`src/rtl/dac_sample_pacer_pkg.sv`:
```
// Shared types and helpers for the DAC sample pacer.
// Latency: n/a (declarations only).
// Backpressure: n/a.
package dac_sample_pacer_pkg;

  // Pacer FSM encoding; values are visible on o_state for debug.
  typedef enum logic [1:0] {
    IDLE  = 2'd0,
    PRIME = 2'd1,
    RUN   = 2'd2
  } pacer_state_t;

  // Occupancy counter width: one bit wider than the pointers so DEPTH fits.
  function automatic int fill_w(input int depth);
    return $clog2(depth) + 1;
  endfunction

endpackage

```
`src/rtl/pacer_sync_fifo.sv`:
```
// Single-clock FIFO with flush and combinational head-of-queue data.
// Latency: a pushed word is visible at the head one clock after the push.
// Backpressure: push ignored when full, pop ignored when empty.
module pacer_sync_fifo #(
  parameter int DATA_W = 32,
  parameter int DEPTH  = 16
) (
  input  logic                     i_clk,
  input  logic                     i_rst_n,
  input  logic                     i_flush,
  input  logic                     i_push,
  input  logic [DATA_W-1:0]        i_push_data,
  input  logic                     i_pop,
  output logic                     o_full,
  output logic                     o_empty,
  output logic [$clog2(DEPTH):0]   o_level,
  output logic [DATA_W-1:0]        o_head
);

  localparam int AW = $clog2(DEPTH);
  localparam int LW = AW + 1;

  logic [DATA_W-1:0] mem [DEPTH];
  logic [AW-1:0]     wr_ptr_q, wr_ptr_d;
  logic [AW-1:0]     rd_ptr_q, rd_ptr_d;
  logic [LW-1:0]     level_q, level_d;
  logic              push_ok, pop_ok;

  assign o_full  = (level_q == LW'(DEPTH));
  assign o_empty = (level_q == '0);
  assign o_level = level_q;
  assign o_head  = mem[rd_ptr_q];

  // Guard the handshakes here so the FIFO can never over- or under-run.
  assign push_ok = i_push && !o_full;
  assign pop_ok  = i_pop && !o_empty;

  // Pointer and occupancy update; flush returns everything to address 0.
  always_comb begin
    wr_ptr_d = wr_ptr_q;
    rd_ptr_d = rd_ptr_q;
    level_d  = level_q;
    if (i_flush) begin
      wr_ptr_d = '0;
      rd_ptr_d = '0;
      level_d  = '0;
    end else begin
      if (push_ok) wr_ptr_d = wr_ptr_q + AW'(1);
      if (pop_ok)  rd_ptr_d = rd_ptr_q + AW'(1);
      case ({push_ok, pop_ok})
        2'b10:   level_d = level_q + LW'(1);
        2'b01:   level_d = level_q - LW'(1);
        default: level_d = level_q;
      endcase
    end
  end

  // Pointer and occupancy registers.
  always_ff @(posedge i_clk or negedge i_rst_n) begin
    if (!i_rst_n) begin
      wr_ptr_q <= '0;
      rd_ptr_q <= '0;
      level_q  <= '0;
    end else begin
      wr_ptr_q <= wr_ptr_d;
      rd_ptr_q <= rd_ptr_d;
      level_q  <= level_d;
    end
  end

  // Storage array; contents are don't-care until written, so no reset.
  always_ff @(posedge i_clk) begin
    if (push_ok && !i_flush) mem[wr_ptr_q] <= i_push_data;
  end

endmodule

```
`src/rtl/dac_sample_pacer.sv`:
```
// Buffers an AXI-stream of samples and releases them to a DAC at a fixed rate.
// Latency: first strobe rate_div+1 clocks after RUN entry; RUN entered once PREFILL words held.
// Backpressure: tready low when disabled, idle or full; no dependency on tvalid.
module dac_sample_pacer
  import dac_sample_pacer_pkg::*;
#(
  parameter int DATA_W  = 32,
  parameter int DEPTH   = 16,
  parameter int PREFILL = 8,
  parameter int DIV_W   = 16
) (
  input  logic                        i_clk,
  input  logic                        i_rst_n,
  input  logic [DATA_W-1:0]           s_axis_tdata,
  input  logic                        s_axis_tvalid,
  output logic                        s_axis_tready,
  input  logic                        i_enable,
  input  logic [DIV_W-1:0]            i_rate_div,
  input  logic                        i_clear_underflow,
  output logic [DATA_W-1:0]           o_dac_data,
  output logic                        o_dac_strobe,
  output logic [fill_w(DEPTH)-1:0]    o_fill_level,
  output logic                        o_underflow,
  output logic [1:0]                  o_state
);

  localparam int FILL_W = fill_w(DEPTH);

  pacer_state_t      state_q, state_d;
  logic [DIV_W-1:0]  cnt_q, cnt_d;
  logic [DATA_W-1:0] dac_data_q, dac_data_d;
  logic              dac_strobe_q, dac_strobe_d;
  logic              underflow_q, underflow_d;

  logic              fifo_full, fifo_empty;
  logic [FILL_W-1:0] fifo_level;
  logic [DATA_W-1:0] fifo_head;
  logic              push, pop, tick, starve, flush;

  assign s_axis_tready = i_enable && (state_q != IDLE) && !fifo_full;
  assign push          = s_axis_tvalid && s_axis_tready;

  // ">=" rather than "==" so a divider lowered below the running count still ticks next clock.
  assign tick   = i_enable && (state_q == RUN) && (cnt_q >= i_rate_div);
  assign pop    = tick && !fifo_empty;
  assign starve = tick && fifo_empty;

  // Disabling discards contents on the same edge that the FSM drops to IDLE.
  assign flush  = !i_enable || (state_q == IDLE);

  pacer_sync_fifo #(
    .DATA_W (DATA_W),
    .DEPTH  (DEPTH)
  ) u_fifo (
    .i_clk       (i_clk),
    .i_rst_n     (i_rst_n),
    .i_flush     (flush),
    .i_push      (push),
    .i_push_data (s_axis_tdata),
    .i_pop       (pop),
    .o_full      (fifo_full),
    .o_empty     (fifo_empty),
    .o_level     (fifo_level),
    .o_head      (fifo_head)
  );

  // State register.
  always_ff @(posedge i_clk or negedge i_rst_n) begin
    if (!i_rst_n) state_q <= IDLE;
    else          state_q <= state_d;
  end

  // Next-state: enable gates everything; a starved tick falls back to priming.
  always_comb begin
    state_d = state_q;
    if (!i_enable) begin
      state_d = IDLE;
    end else begin
      case (state_q)
        IDLE:    state_d = PRIME;
        PRIME:   if (fifo_level >= FILL_W'(PREFILL)) state_d = RUN;
        RUN:     if (starve) state_d = PRIME;
        default: state_d = IDLE;
      endcase
    end
  end

  // Outputs: rate counter, registered sample/strobe and sticky underflow (set beats clear).
  always_comb begin
    cnt_d        = '0;
    dac_strobe_d = pop;
    dac_data_d   = pop ? fifo_head : dac_data_q;
    underflow_d  = underflow_q;
    if (i_enable && (state_q == RUN)) cnt_d = tick ? '0 : cnt_q + DIV_W'(1);
    if (starve)                 underflow_d = 1'b1;
    else if (i_clear_underflow) underflow_d = 1'b0;
  end

  // Datapath registers.
  always_ff @(posedge i_clk or negedge i_rst_n) begin
    if (!i_rst_n) begin
      cnt_q        <= '0;
      dac_data_q   <= '0;
      dac_strobe_q <= 1'b0;
      underflow_q  <= 1'b0;
    end else begin
      cnt_q        <= cnt_d;
      dac_data_q   <= dac_data_d;
      dac_strobe_q <= dac_strobe_d;
      underflow_q  <= underflow_d;
    end
  end

  assign o_dac_data   = dac_data_q;
  assign o_dac_strobe = dac_strobe_q;
  assign o_fill_level = fifo_level;
  assign o_underflow  = underflow_q;
  assign o_state      = state_q;

endmodule

```
`config.mk`:
```
export PLATFORM = sky130hd
export DESIGN_NAME = dac_sample_pacer
export DESIGN_NICKNAME = d
export VERILOG_FILES = /design/src/rtl/dac_sample_pacer_pkg.sv /design/src/rtl/pacer_sync_fifo.sv /design/src/rtl/dac_sample_pacer.sv
export SDC_FILE = /design/constraint.sdc
export NUM_CORES = 1
export LEC_CHECK = 0
export ABC_AREA = 1
export CORE_ASPECT_RATIO = 0.5
export CORE_MARGIN = 10
export CORE_UTILIZATION = 45
export DETAILED_ROUTE_END_ITERATION = 6
export PLACE_DENSITY = 0.69
export SLEW_MARGIN = 20
export SYNTH_ARGS = -nofsm -noshare
export SYNTH_HDL_FRONTEND = slang
export SYNTH_SLANG_ARGS = --single-unit
```
`constraint.sdc`:
```
create_clock -name i_clk -period 8.7 [get_ports i_clk]
set_clock_uncertainty 0.1 [all_clocks]
set_input_delay 1.74 -clock i_clk [delete_from_list [all_inputs] [get_ports i_clk]]
set_output_delay 1.74 -clock i_clk [all_outputs]
set_load 0.03 [all_outputs]
```
# After elaboration in Yosys (flattened, before gate mapping)
# Memory sizes are Yosys's and may differ from the RTL's. A register that Yosys moved wholly into a read port is not among the register bits.
# Cells that the tools add are included.
# word_totals
ramBits,512
memories,1
word_cells,62
inputBits,53
reg_bits,33
# classes
mux,16
n_eq_ne,7
magnitude_cmp,2
n_reduce_logical,24
n_addsub,5
# memory_table
memory,words,word_bits,rd,rd_ports_with_merged_regs,wr,line,text
u_fifo.mem,16,32,1,1,1,pacer_sync_fifo.sv:23,logic [DATA_W-1:0] mem [DEPTH];
# op_table
cell,n
$mux 16,2
$add 16x1->16 const B,1
$ge 16x16->1,1
$mux 4,4
$logic_and 1x1->1,10
$pmux 5 s2,1
$add 4x1->4 const B,2
$reduce_bool 2->1,4
$mux 2,3
$ne 3x3->1 const B,2
$pmux 2 s3,1
$add 5x1->5 const B,1
$eq 5x5->1 const B,1
$ge 5x4->1 const B,1
$logic_not 1->1,5
$logic_not 5->1,1
$mux 5,1
$sub 5x1->5 const B,1
$eq 2x1->1 const B,2
$eq 2x2->1 const B,2
$mux 1,4
$reduce_bool 3->1,1
$logic_not 2->1,1
$reduce_and 2->1,1
$logic_or 1x1->1,1

# Longest topological paths before layout
# logic_depth
depth_word,8
depth_mapped,23

# Cells and area by module
# A second synthesis with hierarchy kept.
# unflattened
cells_unflattened,1941
hier_area_um2,23860.4
# by_module_without_submodules
module,area_per_inst_um2,cells_each,instances
pacer_sync_fifo,21086.5,1615,1
dac_sample_pacer,2773.9,326,1

# Least setup slack after synthesis
# OpenSTA, ideal clock, no wires.
# synth_path
kind,in2reg
start,input port i_enable
end,memory u_fifo.mem[11][0] (enable)
path_slack_ns,4.332
arrival_time_ns,3.847
required_ns,8.179
stages,6
setup_time_ns,0.421
n_path_buf,0
cell_sequence,inv_1 a21oi_4 nand3_4 inv_1 nand2_1 nor2_1
# synth_between
elab_chain_len,7
# synth_rtl
item,line,text
from (decl),dac_sample_pacer.sv:17,"input logic i_enable,"
$logic_and 1x1->1 (2 in a row),dac_sample_pacer.sv:40,assign s_axis_tready = i_enable && (state_q != IDLE) && !fifo_full;
$logic_and 1x1->1,dac_sample_pacer.sv:41,assign push = s_axis_tvalid && s_axis_tready;
$logic_and 1x1->1,pacer_sync_fifo.sv:35,assign push_ok = i_push && !o_full;
$logic_and 1x1->1 (*),pacer_sync_fifo.sv:73,if (push_ok && !i_flush) mem[wr_ptr_q] <= i_push_data;
$mux 1 (*),pacer_sync_fifo.sv:73,
$mux 1 (implied by the code) (*),pacer_sync_fifo.sv:73,
to (decl),pacer_sync_fifo.sv:23,
# Every way passes the cells marked *; elsewhere a longest branch is shown, timed or not.

# Worst setup path after layout
# layout_path
start,input port i_enable
end,output port s_axis_tready
# layout_between
elab_chain_len,2
# layout_rtl
item,line,text
$logic_and 1x1->1 (2 in a row),dac_sample_pacer.sv:40,
to (decl),dac_sample_pacer.sv:16,"output logic s_axis_tready,"
# Every way passes these cells.

==> results.md <==
| Step | Item | Value |
|:---|:---|:---|
| run status | Run status | finished clean |
| global routing | Wire length of the first global-routing pass | 83400 um |
| place | DP Area | 0.0248 mm^2 |
| critical path | Cell with the largest stage delay on the worst path | sky130_fd_sc_hd__clkdlybuf4s50_1 |
| synth | Largest area contributor in the synthesized netlist | sky130_fd_sc_hd__edfxtp_1 |
| synth | Mapped Area | 0.0231 mm^2 |
| power and ir drop | PnR Total Power | 0.00564 W |
| drt | Count of unresolved DRC violations after routing | 0 |
| synth | EDFF count, synth | 512 |
| cts | Clk sinks | 577 |
| drt | DRC violation total after the first TritonRoute iteration | 1755 |
| cts | Root buffer cell | sky130_fd_sc_hd__clkbuf_16 |
| synth | Top post-synthesis cells by count | 512 x sky130_fd_sc_hd__edfxtp_1, 298 x sky130_fd_sc_hd__nor2_1, 265 x sky130_fd_sc_hd__o21ai_0, 94 x sky130_fd_sc_hd__o221ai_1, 85 x sky130_fd_sc_hd__clkbuf_1 |
| global routing | Number of global-route vias before repair | 14023 |
| global routing | Total routing resource utilization after global routing | 17.3% |
| synth | Primary FF master, synth | sky130_fd_sc_hd__edfxtp_1 |
| critical path | Arrival time of the worst setup path | 3410 ps |
| drt | Via density per instance | 5.71 |
| cts | Clock Pin Slew Worst Setup and Hold Paths | 60 ps |
| place | Detailed-placement wirelength estimate | 27700 um |
| finish | Share of cells above drive strength 1 | 8.64% |
| sta | Worst-Margin Slew | 1150 ps |
| critical path | Critical path peak fanout | 8 |
| drt | Total Routed Length | 54500 um |
| sta | Count of endpoints failing hold in the final timing report | 0 |
| drt | Routed wirelength normalized by instance count | 21.5 um |
| place | Global placer's final weighted congestion | 0.779 |
| sta | Min cycle time layout | 5250 ps |
| sta | Sum Neg Setup Slack | 0 ps |
| synth | Fraction of post-synthesis cell area in the top cell type by area | 66.5% |
| floorplan | Die area | 0.0614 mm^2 |
| synth | Async set-or-reset flop fraction in the synthesized netlist | 11.3% |
| critical path | CP required | 6860 ps |
| synth | Cell with the most instances after synthesis | sky130_fd_sc_hd__edfxtp_1 |
| synth | Seq cells post-synth | 577 |
| floorplan | Area of the core | 0.0505 mm^2 |
| drt | Post-route antenna net violation count | 0 |
| sta | Share of the clock period used by the worst path | 60.3% |
| finish | Final core utilization | 52.5% |
| synth | Number of synthesis warnings | 0 |
| drt | Overall via count from detail_route | 14470 |
| critical path | Series of cell instances along the critical path | clkdlybuf4s50_1, inv_1, a21oi_4, nand2_1, inv_1, clkdlybuf4s50_1 |
| power and ir drop | Highest ir drop seen on vdd | 138 uV |
| cts | Number of post-CTS setup repair buffers | 0 |
| synth | Seq/Total Area, Yosys | 73.5% |
| critical path | Type of destination of the critical path | output port |
| sta | Final setup viols | 0 |
| finish | Number of nets in the layout | 1875 |
| finish | Growth of design area from synthesis to finish | 14.7% |
| critical path | Maximum single-stage delay on the critical path | 690 ps |
| floorplan | Chip Height | 180 um |
| synth | Post-synthesis instance total | 1737 |
| cts | Number of buffers inserted by hold repair at cts | 0 |
| hold path | Worst hold-check path type | flip-flop to flip-flop |
| critical path | Crit Path Category | input port to output port |
| finish | Fin area | 0.0265 mm^2 |
| flow run | Max capacitance violation total | 0 |
| sta | RSZ-0062 raised after global routing | false |
| sta | Pins over their slew limit | 0 |
| floorplan | Horizontal die dimension | 341 um |
| cts | TritonCTS clock tree | yes |
| power and ir drop | Static leakage | 8.77 nW |
| floorplan | Effective utilization at floorplan | 45.8% |
| global routing | Antenna violations before repair | 4 |
| floorplan | Row cnt | 58 |
| synth | Yosys cell types | 42 |
| cts | Resized cells post-CTS | 0 |
| sta | Worst slew margin relative to its limit | 23.2% |
| synth | Synth top area cells | sky130_fd_sc_hd__edfxtp_1 66%, sky130_fd_sc_hd__dfrtp_1 7.0%, sky130_fd_sc_hd__o21ai_0 5.7%, sky130_fd_sc_hd__nor2_1 4.8%, sky130_fd_sc_hd__o221ai_1 3.6% |
| cts | Number of CTS-inserted buffers | 51 |
| critical path | Cell class contributing the biggest share of worst-path delay | buffers and inverters |
| floorplan | I/O Pins | 95 |
| cts | Worst-case clock buffer depth | 3 |
| place | Number of I/O port buffers | 94 |
| critical path | Combined buffer and inverter count along the critical path | 4 |
| cts | H-Tree Level Count | 2 |
| global routing | Congestion Overflow GR | 0 |
| critical path | Type of origin of the critical path | input port |
| cts | Insertion delay to the later sink of the worst-skew pair | 590 ps |
| synth | Syn Nets | 1814 |
| global routing | Pin count of the biggest net entering global routing | 119 |
| sta | Achievable frequency | 0.191 GHz |
| power and ir drop | Pwr/cell area | 213 mW/mm^2 |
| synth | Average cell area after synthesis | 13.3 um^2 |
| drt | Number of iterations in the first detailed-routing pass | 6 |
==> cell type report <==
cell class,count,area [um^2]
timing repair buffer,121,1140
tap,690,863
fill,4127,24000
antenna,4,10.0
clock inverter,18,211
clock buffer,78,1510
inverter,67,260
multi-input combinational,980,5530
sequential,577,17000
==> routing by layer <==
layer / up-vias / wire length (um) / GRT usage (%)
met5: - / 0 / 0
met3: 87 / 4380 / 3.01
met2: 570 / 25100 / 26.8
met4: 0 / 1270 / 5.67
li1: 6635 / - / -
met1: 7178 / 23800 / 24.4
==> power by group <==
group          internal (W)  switching [W]
clock network       0.00129       0.000988
logic             0.0000900       0.000186
registers           0.00307      0.0000215
==> cell usage in the layout (no fill, tap or decap), drive strengths merged, types with 13 or more instances in the layout <==
master,n
o21a,34
clkbuf,78
nor2,303
edfxtp,512
a21oi,18
o21ai,266
clkdlybuf4s50,93
nand3,76
nand2,64
o211ai,35
dfrtp,65
buf,28
inv,66
ha,24
clkinv,13
o22ai,37
o221ai,94
==> cell families (layout without fill, tap and decap cells) <==
group,count (synthesis),in the layout,share of synthesized area (%)
AND/OR/NAND/NOR,459,459,8.62
AO/OA/AOI/OAI,489,489,13.1
flip-flops,577,577,73.5
other,0,4,0
adder cells (fa/ha/maj),24,24,1.30
XOR/XNOR,8,8,0.303
buffers and inverters,180,284,3.12
==> through the flow <==
stage / instances / setup slack, ps / hold slack (ps)
2_1_floorplan: 1737 / 4330 / 353
3_3_place_gp: 2435 / 3420 / 375
3_5_place_dp: 2435 / 3430 / 379
4_1_cts: 2531 / 3430 / 393
5_1_grt: 2535 / 3350 / 419
6_report: 2535 / 3450 / 387
==> final timing paths <==
check,start,end,slack [ps],cells past startpoint
worst max-delay path,i_enable,s_axis_tready,3450,6
worst min register to register,o_dac_data[7],o_dac_data[7],390,1
min in group asynchronous,i_rst_n,o_dac_data[29],940,1
worst min-delay path,o_dac_data[7],o_dac_data[7],390,1
max in group asynchronous,i_rst_n,u_fifo.rd_ptr_q[1],6400,2
worst max register to register,u_fifo.rd_ptr_q[0],o_dac_data[22],5320,7
==> sequential cells by signal, summed over array words and instances (netlist names) <==
register	count
u_fifo.o_level	5
u_fifo.wr_ptr_q	4
o_dac_data	32
cnt_q	16
u_fifo.mem	512
o_dac_strobe	1
o_underflow	1
o_state	2
u_fifo.rd_ptr_q	4
Note: power is estimated with default switching activity, not from simulation.
